<file path="config.mk">
export PLATFORM = sky130hd
export DESIGN_NAME = count_sequencer_flat
export DESIGN_NICKNAME = d
export VERILOG_FILES = /design/src/rtl/count_sequencer_if.sv /design/src/rtl/count_sequencer.sv /design/src/flat_wrapper.sv
export SDC_FILE = /design/constraint.sdc
export NUM_CORES = 1
export LEC_CHECK = 0
export CAP_MARGIN = 20
export CELL_PAD_IN_SITES_DETAIL_PLACEMENT = 1
export CELL_PAD_IN_SITES_GLOBAL_PLACEMENT = 2
export CORE_MARGIN = 2
export CORE_UTILIZATION = 31
export CTS_CLUSTER_SIZE = 8
export DETAILED_ROUTE_END_ITERATION = 10
export PLACE_DENSITY = 0.87
export SYNTH_ARGS = -nofsm -noshare
export SYNTH_HDL_FRONTEND = slang
export SYNTH_SLANG_ARGS = --single-unit
</file>
<file path="constraint.sdc">
create_clock -name clk -period 2.2 [get_ports clk]
set_clock_uncertainty 0.15 [all_clocks]
set_input_delay 0.33 -clock clk [delete_from_list [all_inputs] [get_ports clk]]
set_output_delay 0.33 -clock clk [all_outputs]
set_load 0.03 [all_outputs]
</file>
<file path="src/rtl/count_sequencer_if.sv">
// Control/status bundle between a counter sequencer and its user.
// Carries the start/stop/pause/reload controls and the count status.
interface count_sequencer_if #(
  parameter int WIDTH = 4
);
  logic             start;
  logic             stop;
  logic             pause;
  logic             reload;
  logic [WIDTH-1:0] load_val;
  logic [WIDTH-1:0] q;
  logic             busy;
  logic             done;
  logic [WIDTH-1:0] reload_cnt;

  modport master (
    output start,
    output stop,
    output pause,
    output reload,
    output load_val,
    input  q,
    input  busy,
    input  done,
    input  reload_cnt
  );

  modport slave (
    input  start,
    input  stop,
    input  pause,
    input  reload,
    input  load_val,
    output q,
    output busy,
    output done,
    output reload_cnt
  );
endinterface

</file>
<file path="src/rtl/count_sequencer.sv">
// Sequencer for a WIDTH-bit down-counter: one-shot/auto-reload, pause, stop.
// Define CNT_PRESCALE_EN to tick once every PRESCALE cycles instead of every cycle.
module count_sequencer #(
  parameter int WIDTH    = 4,
  parameter int PRESCALE = 4
) (
  input  logic clk,
  input  logic clr,
  count_sequencer_if.slave bus
);

  typedef enum logic [1:0] {
    IDLE,
    RUN,
    DONE
  } state_t;

  state_t           state;
  logic [WIDTH-1:0] q;
  logic [WIDTH-1:0] load_reg;
  logic [WIDTH-1:0] rcnt;
  logic             busy;
  logic             done;
  logic             tick;
  logic             last;

  generate
    if (PRESCALE < 2 || PRESCALE > 256) begin : g_bad_prescale
      $error("PRESCALE must be within 2..256");
    end
  endgenerate

`ifdef CNT_PRESCALE_EN
  localparam int PW = $clog2(PRESCALE);

  logic [PW-1:0] psc;
  logic          psc_clr;
  logic          psc_run;

  // Held at zero outside RUN so every start/reload begins a full interval.
  assign psc_clr = (state != RUN) || bus.stop;
  assign psc_run = (state == RUN) && !bus.pause;
  assign tick    = (psc == PW'(PRESCALE - 1));

  always_ff @(posedge clk or negedge clr) begin
    if (!clr) begin
      psc <= '0;
    end else if (psc_clr) begin
      psc <= '0;
    end else if (psc_run) begin
      psc <= tick ? '0 : psc + PW'(1);
    end
  end
`else
  assign tick = 1'b1;
`endif

  assign last = (q == WIDTH'(1));

  always_ff @(posedge clk or negedge clr) begin
    if (!clr) begin
      state    <= IDLE;
      q        <= '0;
      load_reg <= '0;
      rcnt     <= '0;
      busy     <= 1'b0;
      done     <= 1'b0;
    end else begin
      unique case (state)
        IDLE: begin
          if (bus.start && !bus.stop) begin
            load_reg <= bus.load_val;
            q        <= bus.load_val;
            rcnt     <= '0;
            busy     <= 1'b1;
            if (bus.load_val == '0) begin
              state <= DONE;
              done  <= 1'b1;
            end else begin
              state <= RUN;
              done  <= 1'b0;
            end
          end
        end
        RUN: begin
          if (bus.stop) begin
            state <= IDLE;
            busy  <= 1'b0;
            done  <= 1'b0;
          end else if (!bus.pause && tick && q != '0) begin
            q <= q - WIDTH'(1);
            if (last) begin
              state <= DONE;
              done  <= 1'b1;
            end
          end
        end
        DONE: begin
          if (bus.stop) begin
            state <= IDLE;
            busy  <= 1'b0;
            done  <= 1'b0;
          end else if (bus.reload) begin
            q <= load_reg;
            if (!(&rcnt)) begin
              rcnt <= rcnt + WIDTH'(1);
            end
            // A zero reload value terminates immediately again.
            if (load_reg == '0) begin
              state <= DONE;
              done  <= 1'b1;
            end else begin
              state <= RUN;
              done  <= 1'b0;
            end
          end else begin
            state <= IDLE;
            busy  <= 1'b0;
            done  <= 1'b0;
          end
        end
        default: begin
          state <= IDLE;
          busy  <= 1'b0;
          done  <= 1'b0;
        end
      endcase
    end
  end

  assign bus.q          = q;
  assign bus.busy       = busy;
  assign bus.done       = done;
  assign bus.reload_cnt = rcnt;

endmodule

</file>
<file path="src/flat_wrapper.sv">
// flat-port wrapper written by rule: the top's interface ports become plain ports
module count_sequencer_flat 
#(
  parameter int WIDTH    = 4,
  parameter int PRESCALE = 4
)
  (clk, clr, bus_start, bus_stop, bus_pause, bus_reload, bus_load_val, bus_q, bus_busy, bus_done, bus_reload_cnt);
  count_sequencer_if #(.WIDTH(WIDTH)) bus_i ();
  input  logic clk;
  input  logic clr;
  input wire logic [$bits(bus_i.start)-1:0] bus_start;
  input wire logic [$bits(bus_i.stop)-1:0] bus_stop;
  input wire logic [$bits(bus_i.pause)-1:0] bus_pause;
  input wire logic [$bits(bus_i.reload)-1:0] bus_reload;
  input wire logic [$bits(bus_i.load_val)-1:0] bus_load_val;
  output wire logic [$bits(bus_i.q)-1:0] bus_q;
  output wire logic [$bits(bus_i.busy)-1:0] bus_busy;
  output wire logic [$bits(bus_i.done)-1:0] bus_done;
  output wire logic [$bits(bus_i.reload_cnt)-1:0] bus_reload_cnt;
  assign bus_i.start = bus_start;
  assign bus_i.stop = bus_stop;
  assign bus_i.pause = bus_pause;
  assign bus_i.reload = bus_reload;
  assign bus_i.load_val = bus_load_val;
  assign bus_q = bus_i.q;
  assign bus_busy = bus_i.busy;
  assign bus_done = bus_i.done;
  assign bus_reload_cnt = bus_i.reload_cnt;
  count_sequencer #(.WIDTH(WIDTH), .PRESCALE(PRESCALE)) u_core (.clk(clk), .clr(clr), .bus(bus_i));
endmodule
</file>
==> out/results.txt <==
Io pins: 20
Die area: 0.00373 sq mm
Vias in the first global route: 890
Clock transition at path regs: 90 ps
Tmin final: 1960 ps
Synth cell types: 34
Mapped cell area: 0.00101 sq mm
Layout Cells excl Fill: 171
Core area: 0.00308 sq mm
Chip width: 61.1 microns
Final hold vios: 0
Die Y-Extent: 61.1 microns
Post-placement cell count: 167
HPWL after DPL: 1960 microns
Met1 Use GR: 17.8%
GR Layer Usage met2: 26.4%
Leading cell type in the layout, fill and taps excluded: clkdlybuf4s50_1
# diodes: 0
Period utilization: 88.9%
Grt met3 use: 2.73%
Syn Area/Cell: 9.63 sq um
Synth-to-Final Area Change: 27.6%
Commonest cells after routing, fill and taps aside: clkdlybuf4s50_1 (19), dfrtp_1 (15), nand2_1 (8)
Root Driver: clkbuf_4
Clock Sinks: 15
Main synth FF type: dfrtp_1
Sequential share of the synthesized area: 37.1%
Iteration count of the initial detailed-routing pass: 4
CTS HTree Levels: 1
F_max: 511 MHz
Largest family of logic cells by synthesized area: simple AND/OR/NAND/NOR gates
Total Neg Setup Slack: 0 ps
Fin worst setup slack: 244 ps
Core Util, Final: 41.9%
Initial core utilization: 32.8%
Crit-path cells: inv_1 -> ha_1 -> o21a_2 -> a31oi_1 -> nand2_1 -> mux2_1
Post-Synth Simple-Gate Area: 21.7%
Global-route wire length before repair: 4060 microns
Hold crit path type: in2async
Post-synth EDFFs: 0
Initial antenna violation count: 0
RSZ-0062 raised after global routing: no
Synth async-reset ratio: 100%
Grt ovf: 0
Status: finished clean
Drt drc: 0
Post-synthesis compound-gate area fraction: 17.7%
Busiest layer in global routing: met2
Layout cells sized above 1: 13.4%
CP endpoint kind: flip-flop
Cts bufs inserted: 3
Post-place setup slack: 61.3 ps
Leakage: 0.533 nW
Multiplexer share of the synthesized area: 10.0%
Relative slew slack: 71.5%
Global placer's final weighted congestion: 0.807
Largest fanout on the critical path: 10
Final WL: 2460 microns
Net Count, Synth: 122
Fin nets: 145
Max cap viols: 0
Slew Limit Fails: 0
Worst stage delay on the critical path: 440 ps
Seq cells post-synth: 15
Starting DRT DRC Count: 45
Setup Buffers After CTS: 0
Crit-path leading delay family: flip-flops
Port buffer count: 19
Data required, critical path: 2220 ps
Synth Instances: 105
Slew of the pin with the lowest slew margin: 424 ps
Largest net degree at the start of global routing: 16
Skew-Pair Late Insertion Delay: 290 ps
Rows: 20
TritonCTS clock tree: built
Max Root-Sink Buffers: 2
Setup violations, final: 0
Total GRT Usage: 14.9%
DR WL/cell: 14.4 microns
Crit Path Class: reg2reg
Final ANT Viol Nets: 0
Adder-Cell Fraction of Synth Area: 8.66%
Cell Pwr Density: 1480 mW/mm^2
Fillers: 374
CP Launch Type: flip-flop
FF-to-FF setup slack: 240 ps
WP buf/inv: 1
Synthesis warning total: 0
Peak VDD IR: 0.640 mV
Via count: 877
Avg Vias per Cell: 5.13
Synth Area in XOR/XNOR: 0.866%
Critical path arrival: 1980 ps
Slowest cell on crit path: dfrtp_1
==> cells in the mapped netlist, types with 2 or more instances <==
cell type	count	area, sq um
nand2b_1	4	25.0
a22o_1	2	17.5
o21ai_0	7	35.0
inv_1	6	22.5
dfrtp_1	15	375
a21oi_1	5	25.0
buf_2	2	10.0
nand3_1	5	25.0
nand4_1	3	18.8
a22oi_1	3	22.5
mux2_2	3	33.8
mux2_1	6	67.6
nor2_1	5	18.8
nor3_1	2	10.0
clkbuf_1	2	7.51
nor4_1	2	12.5
nand3b_1	2	15.0
nand2_1	8	30.0
a31oi_1	2	12.5
ha_1	7	87.6
==> cells by family after synthesis <==
family,count (synthesis)
compound gates,25
fa+ha+maj,7
xor+xnor,1
mux,9
flops,15
simple gates,38
buf+inv,10
==> through the flow <==
| step | total power, mW | cell area, sq um | hold slack (ps) |
|---|---|---|---|
| floorplan | 1.35 | 1010 | -116 |
| global placement | 1.71 | 1260 | 350 |
| detailed placement | 1.76 | 1260 | 364 |
| CTS | 1.93 | 1290 | 199 |
| global route | 2.08 | 1290 | 200 |
| finish | 1.91 | 1290 | 197 |
==> final timing paths <==
check                                    from                  to  cells past startpoint
max                           u_core.bus.done     u_core.bus.q[1]                      6
min                                       clr     u_core.bus.busy                      2
max reg2reg                   u_core.bus.done     u_core.bus.q[1]                      6
min reg2reg                u_core.load_reg[2]  u_core.load_reg[2]                      1
max in group asynchronous                 clr     u_core.bus.q[0]                      2
min in group clk           u_core.load_reg[2]  u_core.load_reg[2]                      1
==> layout make-up <==
cell class / instances / area [sq um] / share of cell area (%)
Inverter: 6 / 22.5 / 1.75
Timing Repair Buffer: 22 / 213 / 16.5
Clock buffer: 4 / 26.3 / 2.04
Sequential cell: 15 / 375 / 29.1
Tap cell: 44 / 55.1 / 4.27
Multi-Input combinational cell: 80 / 598 / 46.4
==> power by group <==
group	switching (mW)	internal (mW)	total [mW]
logic	0.667	0.554	1.22
registers	0.126	0.401	0.527
clock network	0.0918	0.0705	0.162
==> repair_timing <==
action,4_1_cts,5_1_grt
endpoints found under the setup margin,0,3
resized for setup,0,1
hold buffers,0,0
==> per-layer routing <==
layer	share of wire, %	routed length, microns	vias to the layer above
li1	-	-	421
met1	46	1140	433
met2	49	1200	20
met3	3.9	96	3
met4	1.2	30	0
met5	0	0	-
(Power assumes the default switching activity.)
